==> src/rtl/hyperbus_pkg.sv <==
// hyperbus_pkg: shared types and response codes for the HyperBus read-path adapter.
package hyperbus_pkg;

   typedef enum logic [1:0] {Idle, Fill, Send} hyper_r_state_t;

   localparam logic [1:0] RESP_OKAY   = 2'b00;
   localparam logic [1:0] RESP_SLVERR = 2'b10;

endpackage

==> src/rtl/hyperbus_phy2r.sv <==
// hyperbus_phy2r: adapts the HyperBus PHY read word stream to AXI R beats,
// splitting words into narrow beats or packing them into wide beats by address.
module hyperbus_phy2r
   import hyperbus_pkg::*;
#(
   parameter int unsigned AxiDataWidth = 64,
   parameter int unsigned BurstLength  = 8,
   parameter int unsigned NumPhys      = 2,
   parameter int unsigned AddrWidth    = $clog2(AxiDataWidth/8)
) (
   input  logic                    clk_i,
   input  logic                    rst_i,
   input  logic                    trans_handshake,
   input  logic                    is_a_write,
   input  logic [AddrWidth-1:0]    start_addr,
   input  logic [2:0]              size,
   input  logic [BurstLength-1:0]  len,
   input  logic                    phy_valid_i,
   output logic                    phy_ready_o,
   input  logic [16*NumPhys-1:0]   phy_data_i,
   input  logic                    phy_err_i,
   output logic                    axi_valid_o,
   input  logic                    axi_ready_i,
   output logic [AxiDataWidth-1:0] axi_data_o,
   output logic [1:0]              axi_resp_o,
   output logic                    axi_last_o
);

   localparam int unsigned PhyWidth = 16*NumPhys;
   localparam int unsigned PhyBytes = 2*NumPhys;
   localparam int unsigned PhyLog   = $clog2(PhyBytes);
   localparam logic [AddrWidth-1:0] PhyStep = AddrWidth'(PhyBytes);
   localparam logic [AddrWidth-1:0] PhyMask = AddrWidth'(PhyBytes-1);

   hyper_r_state_t          r_state;
   logic [AddrWidth-1:0]    r_byte_idx;
   logic [2:0]              r_size;
   logic [BurstLength-1:0]  r_len;
   logic [BurstLength-1:0]  r_beat_cnt;
   logic [AxiDataWidth-1:0] r_buf;
   logic                    r_err;

   logic                           w_narrow;
   logic                           w_last;
   logic                           w_wide_done;
   logic                           w_narrow_stay;
   logic [AddrWidth-1:0]           w_step;
   logic [AddrWidth-1:0]           w_mask;
   logic [AddrWidth-1:0]           w_wide_idx;
   logic [AddrWidth-1:0]           w_narrow_idx;
   logic [AddrWidth-PhyLog-1:0]    w_lane;

   always_comb begin
      w_narrow      = r_size < 3'(PhyLog);
      w_step        = AddrWidth'(1) << r_size;
      w_mask        = w_step - AddrWidth'(1);
      w_lane        = r_byte_idx[AddrWidth-1:PhyLog];
      w_wide_idx    = (r_byte_idx & ~PhyMask) + PhyStep;
      // a wide beat is complete once the next word starts a new beat or wraps the AXI word
      w_wide_done   = ((w_wide_idx & w_mask) == '0) || (w_wide_idx[AddrWidth-1:PhyLog] == '0);
      w_narrow_idx  = (r_byte_idx & ~w_mask) + w_step;
      w_narrow_stay = w_narrow && ((w_narrow_idx & PhyMask) != '0);
      w_last        = r_beat_cnt == r_len;
   end

   assign phy_ready_o = r_state == Fill;
   assign axi_valid_o = r_state == Send;
   assign axi_last_o  = axi_valid_o && w_last;
   assign axi_resp_o  = r_err ? RESP_SLVERR : RESP_OKAY;
   assign axi_data_o  = r_buf;

   always_ff @(posedge clk_i or posedge rst_i) begin
      if (rst_i) begin
         r_state    <= Idle;
         r_byte_idx <= '0;
         r_size     <= '0;
         r_len      <= '0;
         r_beat_cnt <= '0;
         r_buf      <= '0;
         r_err      <= 1'b0;
      end else begin
         case (r_state)
            Idle: if (trans_handshake && !is_a_write) begin
               r_byte_idx <= start_addr;
               r_size     <= size;
               r_len      <= len;
               r_beat_cnt <= '0;
               r_buf      <= '0;
               r_err      <= 1'b0;
               r_state    <= Fill;
            end
            Fill: if (phy_valid_i) begin
               r_buf[w_lane*PhyWidth +: PhyWidth] <= phy_data_i;
               r_err <= r_err | phy_err_i;
               if (w_narrow) r_state <= Send;
               else begin
                  r_byte_idx <= w_wide_idx;
                  if (w_wide_done) r_state <= Send;
               end
            end
            Send: if (axi_ready_i) begin
               r_beat_cnt <= r_beat_cnt + 1'b1;
               r_err      <= 1'b0;
               if (w_narrow) r_byte_idx <= w_narrow_idx;
               if (w_last) r_state <= Idle;
               else if (!w_narrow_stay) begin
                  r_state <= Fill;
                  r_buf   <= '0;
               end
            end
            default: r_state <= Idle;
         endcase
      end
   end

   a_handshake_in_idle: assert property (@(posedge clk_i) disable iff (rst_i)
      !(trans_handshake && r_state != Idle));

endmodule

==> config.mk <==
export PLATFORM = sky130hd
export DESIGN_NAME = hyperbus_phy2r
export DESIGN_NICKNAME = d
export VERILOG_FILES = /design/src/rtl/hyperbus_pkg.sv /design/src/rtl/hyperbus_phy2r.sv
export SDC_FILE = /design/constraint.sdc
export NUM_CORES = 1
export LEC_CHECK = 0
export BUFFER_PORTS_ARGS = -buffer_cell sky130_fd_sc_hd__buf_2
export CAP_MARGIN = 30
export CORE_UTILIZATION = 50
export CTS_BUF_LIST = sky130_fd_sc_hd__clkbuf_2
export DETAILED_ROUTE_END_ITERATION = 10
export PLACE_DENSITY = 0.79
export SYNTH_ARGS = -nofsm -noshare
export SYNTH_HDL_FRONTEND = slang
export SYNTH_SLANG_ARGS = --single-unit
==> constraint.sdc <==
create_clock -name clk_i -period 2.97 [get_ports clk_i]
set_input_delay 0.7425 -clock clk_i [delete_from_list [all_inputs] [get_ports clk_i]]
set_output_delay 0.7425 -clock clk_i [all_outputs]
set_load 0.02 [all_outputs]
==> flow_summary_export.csv <==
group,metric,value,unit
finish,drive_gt1_share,33.6,%
outcome,status,"completed",
floorplan,die_w,98.3,um
timing,period_needed,2.78,ns
critical_path,path_class,"reg2out",
critical_path,end_kind,"output pin",
critical_path,path_max_fanout,11,
timing,max_slew_margin,59.0,%
floorplan,dieArea,9660,um2
logic_synthesis,ys_seq_elements,89,
route,first_iter_violations,254,
placement,dpl_cell_area,5320,um2
clocking,tritoncts,"yes",
critical_path,rr_worst_depth,9,
logic_synthesis,synth.top_cell.area_share,48.1,%
placement,port_buffers,120,
route,wl_per_cell,16.1,um
logic_synthesis,ys_seq_area_share,48.1,%
clocking,cts.sinks,89,
finish,nFillCells,751,
clocking,cts_buffer_depth,2,
pwr,power,5.20,mW
run,drv_cap,0,
logic_synthesis,syn_area,4630,um2
floorplan,core_area,8850,um2
floorplan,initial_utilization,52.4,%
hold_path,hold_path.class,"in2async",
critical_path,worstPathRequired,2.23,ns
clocking,numCtsBuffers,9,
critical_path,timing.rr.end,"axi_data_o[49]$_DFFE_PP0P_",
route,wl_met1,4.82,mm
clocking,cts_hold_buffers,0,
logic_synthesis,synth_cells,482,
logic_synthesis,synth_ff_type,"dfrtp_1",
logic_synthesis,synth-edff-count,0,
critical_path,path_common_cell,"inv_1",
timing,period_share,93.8,%
route,routed_via_density,5.67,
critical_path,crit_arrival,2.04,ns
pwr,power.leakage,2.60,nW
floorplan,ios,122,
critical_path,start_kind,"register",
critical_path,crit_chain,"inv_1 -> ha_2 -> inv_1 -> nor3_4 -> buf_2",
global_route,grt_overflow,0,
timing,hold_viol_final,0,
route,maxUsedRoutingLayer,"met4",
finish,nNetsFinal,644,
route,drc_errors,0,
logic_synthesis,synthArstFlopShare,100,%
route,drtAntennaViolNets,0,
critical_path,rrSetupSlack,0.28,ns
finish,final_cell_area,5460,um2
global_route,grt_first_pass_wirelength,19.0,mm
logic_synthesis,avgSynthCellArea,9.61,um2
logic_synthesis,syn-num-nets,541,
clocking,htree_levels,3,
timing,rsz0062_at_grt,"false",
pwr,power.density,952,nW/um2
route,wl_met3,802,um
placement,dp_hpwl,7.77,mm
clocking,clkLatencyLatePin,0.53,ns
global_route,grt_pass1_vias,3868,
logic_synthesis,yosys_warnings,0,
global_route,grt_max_degree,58,
critical_path,timing.rr.start,"r_size[2]$_DFFE_PP0P_",
clocking,cts_root_buf,"clkbuf_2",
global_route,antenna_found_initial,0,
logic_synthesis,yosysTopAreaCell,"dfrtp_1",
pwr,ir_drop,0.501,mV
timing,final_max_slew_viol_count,0,
floorplan,die_h,98.3,um
global_route,gr-usage-all-layers,24.6,%
timing,hold_slack,0.255,ns
finish,finish.utilization,61.7,%
logic_synthesis,ys_top_cells_by_count,"nand2_1 (126), dfrtp_1 (89), o21ai_0 (61), o211ai_1 (31), o211ai_2 (29)",
critical_path,slowest_delay,0.47,ns
finish,multi_input_area,2210,um2
timing,worstMarginPinSlew,0.614,ns
route,wirelength,11.2,mm
timing,max_clock_freq,359,MHz
logic_synthesis,synthTopCellsByArea,"dfrtp_1 (48%), nand2_1 (10%), o211ai_2 (7.8%)",
finish,diodes,0,
route,vias,3959,
finish,ff_latch_area,2230,um2
critical_path,critical-path-slowest-cell,"dfrtp_1",
finish,area_growth,17.9,%
timing,setup_violations,0,
route,firstDrtPassIters,7,
route,route.met2.wl,5.44,mm
logic_synthesis,synth.most_common_cell,"nand2_1",
floorplan,fp-row-count,34,
timing,skew,0.0242,ns
clocking,cts.reportedPaths.clkPinSlew,0.23,ns
placement,gp_congestion,0.881,
logic_synthesis,synth_cell_types,45,
timing,fin_setup_tns,0,ns
-- cell usage in the layout, fill, tap and decap left out, types with 2 or more instances in the layout --
| cell type | count |
|---|---|
| buf_4 | 4 |
| mux2i_1 | 2 |
| o31a_1 | 7 |
| bufinv_16 | 2 |
| clkinvlp_4 | 3 |
| o31ai_1 | 2 |
| dfrtp_1 | 89 |
| o21ai_0 | 61 |
| clkbuf_2 | 11 |
| ha_1 | 4 |
| nor3_1 | 3 |
| buf_2 | 120 |
| a31o_2 | 3 |
| o211ai_1 | 31 |
| mux2_2 | 11 |
| nand4_1 | 4 |
| a21oi_1 | 7 |
| nand3_1 | 2 |
| nand2_1 | 126 |
| or2_2 | 2 |
| a31o_1 | 4 |
| nand2b_1 | 4 |
| buf_12 | 5 |
| o211ai_2 | 29 |
| nor2_1 | 11 |
| xor2_1 | 3 |
| xnor2_1 | 11 |
| o21ai_1 | 4 |
| inv_1 | 5 |
-- where the power goes --
group / internal, mW / leakage (nW) / switching, mW
sequential: 1.57 / 1.19 / 0.294
clock: 0.283 / 0.0782 / 0.410
combinational: 0.957 / 1.34 / 1.68
-- registers in the layout, indices dropped and copies added, names as in the netlist --
register and flops:
r_err 1, r_beat_cnt 8, axi_data_o 64, r_size 3, r_len 8, r_byte_idx 3
r_state 2
-- per-stage QoR --
stage / setup WS [ns] / instances
after floorplan: 0.446 / 482
after global placement: 0.399 / 682
after detailed placement: 0.314 / 682
after CTS: 0.00613 / 698
after global routing: 0.00145 / 698
final: 0.185 / 698
-- layout make-up --
cell class | count | area share, %
clock inverter | 5 | 1.47
clock buffer | 11 | 1.01
multi-input combinational | 350 | 40.4
tap | 108 | 2.47
inverter | 6 | 0.481
timing repair buffer | 129 | 13.4
sequential | 89 | 40.8
-- worst max-delay path by stage --
stage / from / end / slack (ns) / depth (start not counted)
finish: r_state[0]$_DFFE_PP0P_ / axi_last_o / 0.19 / 5
global route: r_state[0]$_DFFE_PP0P_ / axi_last_o / 0.001 / 5
CTS: r_state[0]$_DFFE_PP0P_ / axi_last_o / 0.006 / 5
detailed placement: r_size[2]$_DFFE_PP0P_ / axi_data_o[54]$_DFFE_PP0P_ / 0.31 / 9
global placement: r_size[2]$_DFFE_PP0P_ / axi_data_o[49]$_DFFE_PP0P_ / 0.40 / 9
floorplan: r_state[0]$_DFFE_PP0P_ / axi_last_o / 0.45 / 8
-- cells by family after synthesis --
family / count (synthesis) / synth area share (%)
compound gates: 155 / 25.1
xor+xnor: 14 / 2.65
fa+ha+maj: 6 / 1.78
buf+inv: 43 / 4.67
flops: 89 / 48.1
mux: 13 / 3.11
other cells: 1 / 0.0809
simple gates: 161 / 14.5
-- worst max-delay path: cells and delay by family, from the launching register on --
family / cells / cell delay [ns]
flip-flops: 1 / 0.47
buffers and inverters: 3 / 0.48
AND/OR/NAND/NOR: 1 / 0.27
adder cells (fa/ha/maj): 1 / 0.32
-- metal layers --
layer / global-route usage [%] / vias up
li1: - / 1891
met1: 32.9 / 1913
met2: 39.5 / 139
met3: 6.23 / 16
met4: 7.92 / 0
met5: 0 / -
-- timing repair --
action                                 CTS  global route
gates resized for setup                  0             1
setup endpoints to repair                0             1
endpoints found under the hold margin    0             0
setup buffers                            0             0
No activity file was read; power rests on OpenSTA's default activity.
